==> src/rtl/shift_seq_ctrl.sv <==
// ============================================================================
// Module      : shift_seq_ctrl
// Description : Sequential 32-bit shifter/rotator; one bit position per cycle.
// Revision    : 1.0 - initial release
// ============================================================================
`default_nettype none

module shift_seq_ctrl (
    input  logic        clk,
    input  logic        clr,
    input  logic        start,
    input  logic [2:0]  op,
    input  logic [31:0] in_a,
    input  logic [31:0] num_shifts,
    output logic [31:0] result,
    output logic        busy,
    output logic        done
);

    localparam logic [2:0] c_OP_SHR  = 3'b000;
    localparam logic [2:0] c_OP_SHRA = 3'b001;
    localparam logic [2:0] c_OP_SHL  = 3'b010;
    localparam logic [2:0] c_OP_ROR  = 3'b011;
    localparam logic [2:0] c_OP_ROL  = 3'b100;

    typedef enum logic [1:0] {
        S_IDLE  = 2'd0,
        S_SHIFT = 2'd1,
        S_DONE  = 2'd2
    } state_t;

    state_t      r_state_q, w_state_d;
    logic [31:0] r_work_q,  w_work_d;
    logic [5:0]  r_count_q, w_count_d;
    logic [2:0]  r_op_q,    w_op_d;

    logic [5:0]  w_load_count;
    logic [31:0] w_step;

    // Shift amounts saturate at 32 (the operand is fully flushed);
    // rotates only care about the amount modulo 32.
    always_comb begin
        w_load_count = 6'd0;
        case (op)
            c_OP_SHR, c_OP_SHRA, c_OP_SHL:
                w_load_count = (num_shifts > 32'd32) ? 6'd32 : num_shifts[5:0];
            c_OP_ROR, c_OP_ROL:
                w_load_count = {1'b0, num_shifts[4:0]};
            default:
                w_load_count = 6'd0;
        endcase
    end

    always_comb begin
        w_step = r_work_q;
        case (r_op_q)
            c_OP_SHR:  w_step = {1'b0, r_work_q[31:1]};
            c_OP_SHRA: w_step = {r_work_q[31], r_work_q[31:1]};
            c_OP_SHL:  w_step = {r_work_q[30:0], 1'b0};
            c_OP_ROR:  w_step = {r_work_q[0], r_work_q[31:1]};
            c_OP_ROL:  w_step = {r_work_q[30:0], r_work_q[31]};
            default:   w_step = r_work_q;
        endcase
    end

    always_comb begin
        w_state_d = r_state_q;
        w_work_d  = r_work_q;
        w_count_d = r_count_q;
        w_op_d    = r_op_q;
        case (r_state_q)
            S_IDLE: begin
                if (start) begin
                    w_work_d  = in_a;
                    w_op_d    = op;
                    w_count_d = w_load_count;
                    w_state_d = (w_load_count == 6'd0) ? S_DONE : S_SHIFT;
                end
            end
            S_SHIFT: begin
                w_work_d  = w_step;
                w_count_d = r_count_q - 6'd1;
                if (r_count_q == 6'd1) begin
                    w_state_d = S_DONE;
                end
            end
            S_DONE: begin
                w_state_d = S_IDLE;
            end
            default: begin
                w_state_d = S_IDLE;
            end
        endcase
    end

    always_ff @(posedge clk) begin
        if (clr) begin
            r_state_q <= S_IDLE;
            r_work_q  <= 32'd0;
            r_count_q <= 6'd0;
            r_op_q    <= 3'd0;
        end else begin
            r_state_q <= w_state_d;
            r_work_q  <= w_work_d;
            r_count_q <= w_count_d;
            r_op_q    <= w_op_d;
        end
    end

    assign result = r_work_q;
    assign busy   = (r_state_q != S_IDLE);
    assign done   = (r_state_q == S_DONE);

endmodule

`default_nettype wire

==> config.mk <==
export PLATFORM = sky130hd
export DESIGN_NAME = shift_seq_ctrl
export DESIGN_NICKNAME = d
export VERILOG_FILES = /design/src/rtl/shift_seq_ctrl.sv
export SDC_FILE = /design/constraint.sdc
export NUM_CORES = 1
export LEC_CHECK = 0
export BUFFER_PORTS_ARGS = -buffer_cell sky130_fd_sc_hd__buf_2
export CAP_MARGIN = 20
export CORE_MARGIN = 2
export CORE_UTILIZATION = 45
export CTS_BUF_LIST = sky130_fd_sc_hd__clkbuf_8
export DETAILED_ROUTE_END_ITERATION = 10
export GPL_TIMING_DRIVEN = 0
export MAX_ROUTING_LAYER = met4
export PLACE_DENSITY = 0.73
export SYNTH_ARGS = -nofsm -noshare
export SYNTH_HDL_FRONTEND = slang
export SYNTH_SLANG_ARGS = --single-unit
==> constraint.sdc <==
create_clock -name clk -period 3.52 [get_ports clk]
set_input_delay 0 -clock clk [delete_from_list [all_inputs] [get_ports clk]]
set_output_delay 0 -clock clk [all_outputs]
set_load 0.01 [all_outputs]
### Word level (Yosys, flattened, before mapping)

Cells that the tools add are included.

* register bits after elaboration: 43
* latch bits: 0
* bits in writable memories: 0
* bits in read-only memories: 0
* bits of input ports: 70
* output and inout bits: 34
* logic and storage cells: 47
* memories kept: 0

* $add $sub $neg: 1
* $mul: 0
* divide/modulo/power cells: 0
* magnitude comparators: 1
* eq/ne operators: 16
* shifts and indexed selects: 0
* mux-type cells: 11
* bitwise gates (word level): 0
* reductions and logical operators: 13

Operators with widths (number)
* 32-bit one-hot mux with 5 select lines: 1
* 32-bit one-hot mux with 2 select lines: 1
* 32-bit by 6-bit > comparator with 1-bit output, second input constant: 1
* 32-bit 2-to-1 mux: 1
* 6-bit one-hot mux with 2 select lines: 2
* 3-bit by 2-bit == test with 1-bit output, second input constant: 4
* 6-bit 2-to-1 mux: 2
* 3-bit by 1-bit == test with 1-bit output, second input constant: 2
* 3-bit == test, second input constant: 2
* 6-bit by 1-bit == test with 1-bit output, second input constant: 1
* 3-bit logical NOT: 2
* 6-bit logical NOT: 1
* 2-bit 2-to-1 mux: 3
* 2-bit inequality test, second input constant: 3
* 6-bit by 1-bit inequality test with 1-bit output, second input constant: 1
* 2-bit AND reduction: 3
* 6-bit by 1-bit subtractor with 6-bit output, second input constant: 1
* 5-bit by 1-bit inequality test with 1-bit output, second input constant: 1
* 2-bit one-hot mux with 2 select lines: 1
* 4-bit AND reduction: 1
* 2-bit nonzero test: 2
* 3-bit AND reduction: 1
* 3-bit OR reduction: 1
* 2-bit by 1-bit == test with 1-bit output, second input constant: 1
* other kinds (3): 3

### Logic depth before layout (Yosys ltp)

* depth in word-level cells: 7
* gate-level depth with buffers: 6
* gate-level depth less buffers: 6

### Worst setup path before layout

Ideal clock, no wire load.

* kind: register -> register
* start: register r_count_q[0]
* end: register r_count_q[4]
* library setup time: 124 ps
* arrival: 1296 ps
* data required time: 3396 ps
* setup slack: 2100 ps
* stages on the path, launching flop included: 7
* buffers on the path: 0
* period minus slack after synthesis: 1420 ps
* path through: dfxtp_1 -> inv_1 -> ha_1 -> nor3b_1 -> xor2_1 -> a221oi_1 -> o22ai_1

* longest elaborated chain between the ends: 2

RTL lines
* from (decl): line 34 `logic [5:0] r_count_q, w_count_d;`
* from (signal assigned): line 105 `r_count_q <= w_count_d;`
* 6-bit by 1-bit subtractor with 6-bit output: line 82 `w_count_d = r_count_q - 6'd1;`
* 6-bit one-hot mux with 2 select lines: line 71 `case (r_state_q)`

Every way passes these cells.
A chain may end at the register's enable or synchronous reset.

### Worst setup path after layout

* start: register r_op_q[0]
* end: register r_work_q[31] (netlist: result[31])

* longest elaborated chain between the ends: 3
* elaborated cells on any way between the ends: 10
* those cells by class: eq/ne (6); mux (2); reduce/logical (2)

RTL lines
* from (decl): line 35 `logic [2:0] r_op_q, w_op_d;`
* from (signal assigned): line 106 `r_op_q <= w_op_d;`
* 3-bit == test (tied with other cells): line 56 `case (r_op_q)`
* 32-bit one-hot mux with 5 select lines (tied with other cells): line 56
* 32-bit one-hot mux with 2 select lines / 4-bit AND reduction (equally long branches)
* to (signal assigned): line 104 `r_work_q <= w_work_d;`
* to (decl): line 33 `logic [31:0] r_work_q, w_work_d;`

Parallel ways exist; a longest one is shown, timed or not.

==> results.ini <==
[outcome]
run_status = complete, but fails checks
violations = negative hold slack

[floorplanning]
starting_utilization_of_the_core_area_pct = 46.5
top_level_ports = 104
die_h_um = 82.0
die-area_um2 = 6720
fp.coreArea_um2 = 5890
die-width_um = 82.0
fp-row-count = 28

[detailed_routing]
via_per_inst = 5.69
detailed_route_iter0_violations = 313
vias = 3299
final_antenna_net_count = 0
drt_pass1_iterations = 5
route.detailed.wl_per_inst_um = 14.5
route.final.wire_length_um = 8430
drc = 0

[placed_design]
placed_area_um2 = 3340
detailedPlacementHpwl_um = 6050
placement.setup.worst_slack_ns = 1.74
gp_congestion = 0.869
placement.io_buffers = 101

[clocking]
cts_tree = done
hold_buffers = 22
cts_made_buffers = 5
cts_setup_buffers = 0
insertion_delay_ns = 0.31
cts.sink_count = 43
ctsHtreeMaxLevel = 2
clock_tree.root_cell = sky130_fd_sc_hd__clkbuf_8
cts_repair_resize_count = 0
path_clk_slew_ns = 0.09
max-clock-path-buffers = 2

[pwr]
power_density_nw_per_um2 = 418
leak_nw = 1.50
ir_drop_v = 0.000198
power.total_w = 0.00154

[yosys]
post_synth_inst_count = 374
ys_seq_elements = 43
synth.yosys.seq_area_share_pct = 31.4
synth_area_um2 = 2740
synth_edf_count = 0
yosysWarningCount = 0
yosys_most_used_dff = sky130_fd_sc_hd__dfxtp_1
synth.net_count = 446
async_reset_ff_share_pct = 0
postSynthAreaPerCell_um2 = 7.32
synth_cell_types = 50

[sta]
report.final.slew_viol_count = 0
worst_hold_slack_ns = -0.00389
relSlewSlack_pct = 50.8
transition_at_the_pin_with_the_smallest_max_transition_slack_ns = 0.736
final-hold-violation-count = 1
period_share_pct = 52.1
achievable-frequency_mhz = 546
rsz0062_at_grt = false
timing.setup.tns_ns = 0
final_critical_path_required_period_ns = 1.83
timing.final.setup_violations = 0
timing.final.ws_setup_ns = 1.69
clock-skew-final_ns = 0.00812

[critical_path]
critical-path-top-cell-by-count = sky130_fd_sc_hd__clkbuf_1
cp_max_delay_cell = sky130_fd_sc_hd__dfxtp_1
critical_path_required_ns = 3.76
timing.critical_path.cells = clkbuf_1 -> clkbuf_1 -> nand4b_1 -> o311ai_0 -> o211ai_1 -> a21oi_1
critical_path_buf_inv_count = 2
cell_family_contributing_the_most_delay_on_the_critical_path = buffers and inverters
worstSetupStartpointType = flop
worst-setup-path-type = reg2reg
critical_path.max_stage_delay_ns = 0.42
crit_fanout = 10
setup.worst_path.end_class = flop
critPathArrivalTime_ns = 2.07

[grt]
first_global_vias = 2901
grt_max_degree = 15
antenna_found_initial = 0
track_usage_pct = 25.6
grt_overflow = 0
grt_pass1_wl_um = 13200

[finish]
final_net_count = 576
multi_input_area_um2 = 1600
layout.cell_area.non_filler_um2 = 3670
post_route_cells_drive_above_1_share_pct = 25.0
final_cell_mix = sky130_fd_sc_hd__buf_2, sky130_fd_sc_hd__o21ai_0, sky130_fd_sc_hd__dfxtp_1
sequential_cell_area_in_the_final_layout_um2 = 861
filler_cell_count = 559
layout_commonest_cell = sky130_fd_sc_hd__buf_2
antenna_cells = 0
area_delta_synth_final_pct = 34.0

[min_path]
hp-class = in2reg

[run]
max_capacitance_violation_total = 0

cell type report:
| type | count | share of cell area (%) |
|---|---|---|
| Inverter | 34 | 3.48 |
| Buffer | 35 | 4.02 |
| Sequential cell | 43 | 23.5 |
| Multi-Input combinational cell | 262 | 43.6 |
| Tap cell | 75 | 2.56 |
| Clock inverter | 3 | 1.19 |
| Timing Repair Buffer | 123 | 19.8 |
| Clock buffer | 5 | 1.88 |
worst paths after layout:
kind | slack [ns] | to | cells after the start | from
setup / recovery | 1.69 | result[31] | 6 | r_op_q[0]
hold reg to reg | 0.48 | result[25] | 2 | result[25]
hold / removal | -0.004 | result[14] | 3 | in_a[14]
setup reg to reg | 1.69 | result[31] | 6 | r_op_q[0]
kinds of logic after synthesis:
logic type	synth area share, %
xor+xnor	1.23
compound gates	38.4
mux	0.411
buf+inv	10.1
flops	31.4
fa+ha+maj	0.914
simple gates	17.6
worst register-to-register path, cell delays in order (launching register included):
cell and delay (ns):
sky130_fd_sc_hd__dfxtp_1 0.42, sky130_fd_sc_hd__clkbuf_1 0.38, sky130_fd_sc_hd__clkbuf_1 0.41, sky130_fd_sc_hd__nand4b_1 0.15, sky130_fd_sc_hd__o311ai_0 0.13, sky130_fd_sc_hd__o211ai_1 0.13
sky130_fd_sc_hd__a21oi_1 0.14
power by group:
part           internal, W  leakage (nW)  total, W  switching (W)
clock network     0.000212        0.0581  0.000399       0.000187
registers         0.000551         0.355  0.000617      0.0000654
logic             0.000222          1.09  0.000520       0.000298
total             0.000985          1.50   0.00154       0.000551
cells in the mapped netlist (3+ instances only):
library cell               count  share of area [%]
sky130_fd_sc_hd__nor3b_1       3               0.82
sky130_fd_sc_hd__o311a_1      30                 11
sky130_fd_sc_hd__nand2_1      41                5.6
sky130_fd_sc_hd__nand2b_1      6                1.4
sky130_fd_sc_hd__a221oi_1      3               0.96
sky130_fd_sc_hd__dfxtp_1      43                 31
sky130_fd_sc_hd__nand3b_1      4                1.1
sky130_fd_sc_hd__a211oi_1      3               0.82
sky130_fd_sc_hd__nor3_1        4               0.73
sky130_fd_sc_hd__a21oi_1      17                3.1
sky130_fd_sc_hd__nor2_1        8                1.1
sky130_fd_sc_hd__o21ai_1      23                4.2
sky130_fd_sc_hd__o21ai_0      70                 13
sky130_fd_sc_hd__inv_1        34                4.7
sky130_fd_sc_hd__o211ai_1      4                1.1
sky130_fd_sc_hd__o21bai_1      3               0.82
sky130_fd_sc_hd__clkbuf_1     24                3.3
sky130_fd_sc_hd__nor4_1        6                1.4
sky130_fd_sc_hd__buf_2         9                1.6
routing by layer:
metal,track usage [%],vias to the layer above,part of all wire [%]
met5,-,-,0
met4,7.17,0,1.0
met3,3.30,10,8.4
met2,42.1,170,47
met1,32.9,1497,44
li1,-,1622,-
metrics by stage:
stage / util (%) / hold slack (ns) / instances
after floorplan: - / 0.136 / 374
after global placement: 56.7 / 0.281 / 550
after detailed placement: 56.7 / 0.287 / 550
after CTS: 62.4 / 0.000688 / 580
after global routing: 62.4 / 0.0124 / 580
final: 62.4 / -0.00389 / 580
flip-flops by register name, indices dropped and copies added, names as in the netlist:
register,cells
result,32
r_state_q,2
r_op_q,3
r_count_q,6
Note: power is estimated with default switching activity, not from simulation.
